==> src/rtl/argmax_pkg.sv <==
// Shared defaults and FSM encodings for the argmax frame scheduler.
package argmax_pkg;

    localparam int DEF_NUM_CLASSES = 10;
    localparam int DEF_SCORE_W     = 26;
    localparam int DEF_IDX_W       = 4;

    localparam logic [1:0] ST_LOAD = 2'd0;
    localparam logic [1:0] ST_SCAN = 2'd1;
    localparam logic [1:0] ST_DONE = 2'd2;

endpackage

==> src/rtl/argmax_cmp.sv <==
// Signed strict greater-than; shared with the parallel max unit so
// tie and sign handling match exactly.
module argmax_cmp
    import argmax_pkg::*;
#(
    parameter int W = DEF_SCORE_W
) (
    input  logic [W-1:0] a,
    input  logic [W-1:0] b,
    output logic         a_gt_b
);

    assign a_gt_b = $signed(a) > $signed(b);

endmodule

==> src/rtl/argmax_frame_scheduler.sv <==
// Collects one frame of class scores, scans them one per cycle and
// presents the argmax index and score on a valid/ready output.
module argmax_frame_scheduler
    import argmax_pkg::*;
#(
    parameter int NUM_CLASSES = DEF_NUM_CLASSES,
    parameter int SCORE_W     = DEF_SCORE_W,
    parameter int IDX_W       = DEF_IDX_W
) (
    input  logic               clk,
    input  logic               GlobalReset,
    input  logic               flush,
    input  logic               in_valid,
    output logic               in_ready,
    input  logic [SCORE_W-1:0] in_score,
    output logic               out_valid,
    input  logic               out_ready,
    output logic [IDX_W-1:0]   out_index,
    output logic [SCORE_W-1:0] out_score,
    output logic               busy
);

    localparam logic [IDX_W-1:0] LAST = IDX_W'(NUM_CLASSES - 1);
    localparam logic [IDX_W-1:0] ONE  = IDX_W'(1);

    logic [1:0]         state;
    logic [IDX_W-1:0]   wr_ptr;
    logic [IDX_W-1:0]   scan_cnt;
    logic [IDX_W-1:0]   best_idx;
    logic [SCORE_W-1:0] best_score;
    logic [SCORE_W-1:0] score_buf [NUM_CLASSES];
    logic [SCORE_W-1:0] cand;
    logic               ready_en;
    logic               valid_q;
    logic               cand_gt;
    logic               accept;
    logic               take;

    assign cand      = score_buf[scan_cnt];
    assign in_ready  = ready_en && (state == ST_LOAD);
    assign accept    = in_valid && in_ready;
    assign take      = valid_q && out_ready;
    assign busy      = (state == ST_SCAN) || (state == ST_DONE);
    assign out_valid = valid_q;
    assign out_index = valid_q ? best_idx : '0;
    assign out_score = valid_q ? best_score : '0;

    argmax_cmp #(
        .W (SCORE_W)
    ) u_cmp (
        .a      (cand),
        .b      (best_score),
        .a_gt_b (cand_gt)
    );

    // Storage only; contents are don't-care after reset or flush.
    always_ff @(posedge clk) begin
        if (accept && !flush) begin
            score_buf[wr_ptr] <= in_score;
        end
    end

    always_ff @(posedge clk or posedge GlobalReset) begin
        if (GlobalReset) begin
            state      <= ST_LOAD;
            wr_ptr     <= '0;
            scan_cnt   <= '0;
            best_idx   <= '0;
            best_score <= '0;
            valid_q    <= 1'b0;
            ready_en   <= 1'b0;
        end else begin
            ready_en <= 1'b1;
            if (flush) begin
                state    <= ST_LOAD;
                wr_ptr   <= '0;
                scan_cnt <= '0;
                valid_q  <= 1'b0;
            end else begin
                unique case (state)
                    ST_LOAD: begin
                        if (accept) begin
                            if (wr_ptr == LAST) begin
                                wr_ptr     <= '0;
                                best_idx   <= '0;
                                best_score <= score_buf[0];
                                scan_cnt   <= ONE;
                                state      <= ST_SCAN;
                            end else begin
                                wr_ptr <= wr_ptr + ONE;
                            end
                        end
                    end
                    ST_SCAN: begin
                        if (cand_gt) begin
                            best_idx   <= scan_cnt;
                            best_score <= cand;
                        end
                        if (scan_cnt == LAST) begin
                            scan_cnt <= '0;
                            state    <= ST_DONE;
                        end else begin
                            scan_cnt <= scan_cnt + ONE;
                        end
                    end
                    ST_DONE: begin
                        // First DONE cycle is the result setup slot.
                        if (take) begin
                            valid_q <= 1'b0;
                            state   <= ST_LOAD;
                        end else begin
                            valid_q <= 1'b1;
                        end
                    end
                    default: begin
                        state <= ST_LOAD;
                    end
                endcase
            end
        end
    end

endmodule
==> config.mk <==
export PLATFORM = sky130hd
export DESIGN_NAME = argmax_frame_scheduler
export DESIGN_NICKNAME = d
export VERILOG_FILES = /design/src/rtl/argmax_pkg.sv /design/src/rtl/argmax_cmp.sv /design/src/rtl/argmax_frame_scheduler.sv
export SDC_FILE = /design/constraint.sdc
export NUM_CORES = 1
export LEC_CHECK = 0
export BUFFER_PORTS_ARGS = -buffer_cell sky130_fd_sc_hd__buf_4
export CORE_UTILIZATION = 23
export CTS_CLUSTER_SIZE = 20
export DETAILED_ROUTE_END_ITERATION = 12
export GPL_TIMING_DRIVEN = 0
export PLACE_DENSITY = 0.35
export SYNTH_ARGS = -nofsm -noshare
export SYNTH_HDL_FRONTEND = slang
export SYNTH_SLANG_ARGS = --single-unit
==> constraint.sdc <==
create_clock -name clk -period 3.2 [get_ports clk]
set_input_delay 0.48 -clock clk [delete_from_list [all_inputs] [get_ports clk]]
set_output_delay 0.48 -clock clk [all_outputs]
set_load 0.02 [all_outputs]
==> results.py <==
metrics = {
    "sta": {
        "period_share_pct": 113,
        "worst_pin_slew_ps": 917,
        "fin_skew_ps": 17.7,
        "final_max_slew_viol_count": 0,
        "hold_viol_final": 0,
        "timing.final.ws_setup_ps": -430,
        "setup_tns_ps": -11130,
        "rsz0062_at_grt": "yes",
        "fin_crit_ps": 3630,
        "hold_ws_ps": 23.4,
        "setup_viol": 30,
        "slew_headroom_pct": 38.9,
        "fmax_mhz": 276,
    },
    "placed_design": {
        "port_buffers": 63,
        "gp_congestion": 0.679,
        "placed_cells": 1508,
        "place_hpwl_um": 24100,
        "post-place-ws_ps": -1220,
    },
    "critical_path": {
        "path_cells": "buf_6, clkbuf_16, clkbuf_16, mux4_2, o22ai_2, a21oi_2, ha_1, nand4_1, buf_6, nor4_4, buf_4, a211oi_4, nand3_2, a21boi_4, nand2_4, buf_12, mux2i_2",
        "required_ps": 3640,
        "critPathLaunchType": "flop",
        "path_max_fanout": 10,
        "path_class": "flop to flop",
        "cp.arrival_ps": 4070,
        "cp-end-kind": "flop",
        "rr_worst_depth": 17,
        "ff2ff_setup_slack_ps": -430,
        "slowest_delay_ps": 510,
        "cp_slowest_cell": "mux4_2",
    },
    "route": {
        "maxUsedRoutingLayer": "met5",
        "via_per_inst": 4.40,
        "dr_wl_met3_um": 1360,
        "wl_met2_um": 16900,
        "drt_iter0_drc": 419,
        "wirelength_um": 36200,
        "vias": 6970,
        "ant_nets": 0,
        "firstDrtPassIters": 4,
        "wire_per_inst_um": 22.9,
        "wl_met1_um": 17200,
        "route.detailed.drc": 0,
    },
    "job": {
        "maxCapViolations": 0,
    },
    "logic_synthesis": {
        "ys.flop_type": "edfxtp_1",
        "synthCells": 737,
        "synth.distinct_cells": 49,
        "synth_area_sq_um": 12700,
        "yosysTopAreaCell": "edfxtp_1",
        "synthArstFlopShare_pct": 13.9,
        "ys_warn_count": 0,
        "synth-edff-count": 260,
        "ys_seq_elements": 302,
        "synth_top_area_share_pct": 61.4,
        "syn_nets": 800,
        "ys_seq_area_share_pct": 69.6,
        "avgSynthCellArea_sq_um": 17.3,
        "synth_area_leaders": "edfxtp_1, mux4_2, dfrtp_1, mux2i_1, ha_1",
    },
    "clocking": {
        "ctsHtreeMaxLevel": 2,
        "cts_made_buffers": 37,
        "clock-sinks": 302,
        "cts_tree": "yes",
        "hold_buffers": 0,
        "clk_pin_slew_worst_paths_ps": 60,
        "cts-root-buf": "clkbuf_16",
        "clock_path_buffers": 3,
        "clk_latency_ps": 530,
    },
    "power": {
        "pwr_density_cell_nw_per_um2": 712,
        "leakagePower_nw": 5.41,
        "peakVddDrop_mv": 0.259,
    },
    "outcome": {
        "outcome": "finished, violations left",
        "violations": "setup timing",
    },
    "final_layout": {
        "nets": 929,
        "drive_above_1_share_pct": 30.4,
        "fill_cells": 5394,
        "area_growth_pct": 25.8,
        "fin_util_pct": 29.5,
        "antenna_cells": 0,
        "layoutNonFillerInstCount": 1585,
    },
    "hold_path": {
        "min_path_type": "input port to asynchronous set/reset pin",
    },
    "global_routing": {
        "grt_pass1_wl_um": 52100,
        "grt_pass1_vias": 7334,
        "gr-total-overflow": 0,
        "grt_use_total_pct": 13.0,
        "antenna_found_initial": 2,
        "grt_max_degree": 23,
    },
    "floorplanning": {
        "die-area_sq_um": 56300,
        "die_h_um": 237,
        "die_width_um": 237,
        "io_pins": 64,
        "initial_utilization_pct": 23.5,
        "core_sq_um": 54200,
        "rows": 85,
    },
}
routing by layer:
metal	global-route usage, %	vias to the layer above
met5	0	-
met4	3.91	4
met3	2.22	52
met2	20.8	120
met1	18.0	3642
li1	-	3152
worst paths after layout:
kind,from,to
min in group clk,in_score[17],score_buf[9][17]$_DFFE_PP_
hold / removal,GlobalReset,ready_en$_DFF_PP0_
setup / recovery,scan_cnt[0]$_DFFE_PP0P_,best_score[11]$_DFFE_PP0P_
max in group asynchronous,GlobalReset,best_score[16]$_DFFE_PP0P_
setup reg to reg,scan_cnt[0]$_DFFE_PP0P_,best_score[11]$_DFFE_PP0P_
hold reg to reg,best_score[13]$_DFFE_PP0P_,best_score[13]$_DFFE_PP0P_
flip-flops by register name, summed over array words and instances (netlist names):
name,flops
wr_ptr,4
score_buf,260
state,2
scan_cnt,4
ready_en,1
best_score,26
best_idx,4
out_valid,1
synthesized netlist by cell type (all sizes together), types with 4 or more instances:
cell type and instances:
edfxtp 260, mux2i 77, mux4 52, dfrtp 42, a21oi 40, inv 34, ha 32, and2 31
o22ai 25, nor2 20, buf 19, nand2 19, clkbuf 15, o21ai 15, nand4 6, nand2b 5
nand3 5, a32o 4
where the power goes:
group,total [mW],switching (mW),internal [mW]
logic,2.96,1.62,1.34
clock network,3.80,1.61,2.20
registers,4.63,0.132,4.49
total,11.4,3.36,8.02
critical path: cells and delay by family (launching register included):
| family | cells | cell delay, ps |
|---|---|---|
| flops | 1 | 410 |
| simple gates | 4 | 440 |
| mux | 2 | 730 |
| fa+ha+maj | 1 | 350 |
| buf+inv | 6 | 920 |
| compound gates | 4 | 670 |
cell usage in the layout (no fill, tap or decap), drive strengths merged, types with 2 or more instances in the layout:
cell / instances
nand2b: 5
nand3b: 3
a22oi: 2
nand2: 19
a211oi: 2
nand3: 5
and2: 31
or3: 3
clkbuf: 63
nor2b: 2
inv: 34
nor3: 2
o21ai: 15
edfxtp: 260
a21o: 3
nor2: 20
ha: 32
clkinv: 13
buf: 108
a32o: 4
mux4: 52
or2: 2
a21oi: 40
mux2i: 77
dfrtp: 42
o31ai: 3
o22ai: 25
nand4: 6
area by class of cell:
class | count | area, sq um | area share [%]
clock inverters | 15 | 96.3 | 0.602
multi-input cells | 367 | 3840 | 24.0
plain buffers | 32 | 325 | 2.03
flip-flops and latches | 302 | 8860 | 55.4
repair buffers | 92 | 910 | 5.69
inverters | 34 | 128 | 0.798
clock buffers | 47 | 963 | 6.02
well taps | 696 | 871 | 5.44
what timing repair did:
item / in CTS / in global routing
resized for setup: 46 / 43
buffers inserted: 7 / 8
gates cloned: 1 / 2
setup endpoints to repair: 30 / 30
pin swaps: 8 / 4
kinds of logic (layout without fill, tap and decap cells):
| family | after synthesis | after routing | synth area share (%) |
|---|---|---|---|
| flops | 302 | 302 | 69.6 |
| mux | 130 | 130 | 15.4 |
| simple gates | 103 | 103 | 4.59 |
| compound gates | 100 | 100 | 4.85 |
| buf+inv | 68 | 220 | 2.32 |
| fa+ha+maj | 32 | 32 | 3.15 |
| other cells | 1 | 1 | 0.0295 |
| xor+xnor | 1 | 1 | 0.0689 |
stage by stage:
step,area (sq um),power [mW]
after CTS,15700,11.4
after global placement,14100,7.32
after detailed placement,14400,7.33
final,16000,11.4
after global routing,16000,12.0
after floorplan,12800,6.39
Power figures use the tool's default switching activity.
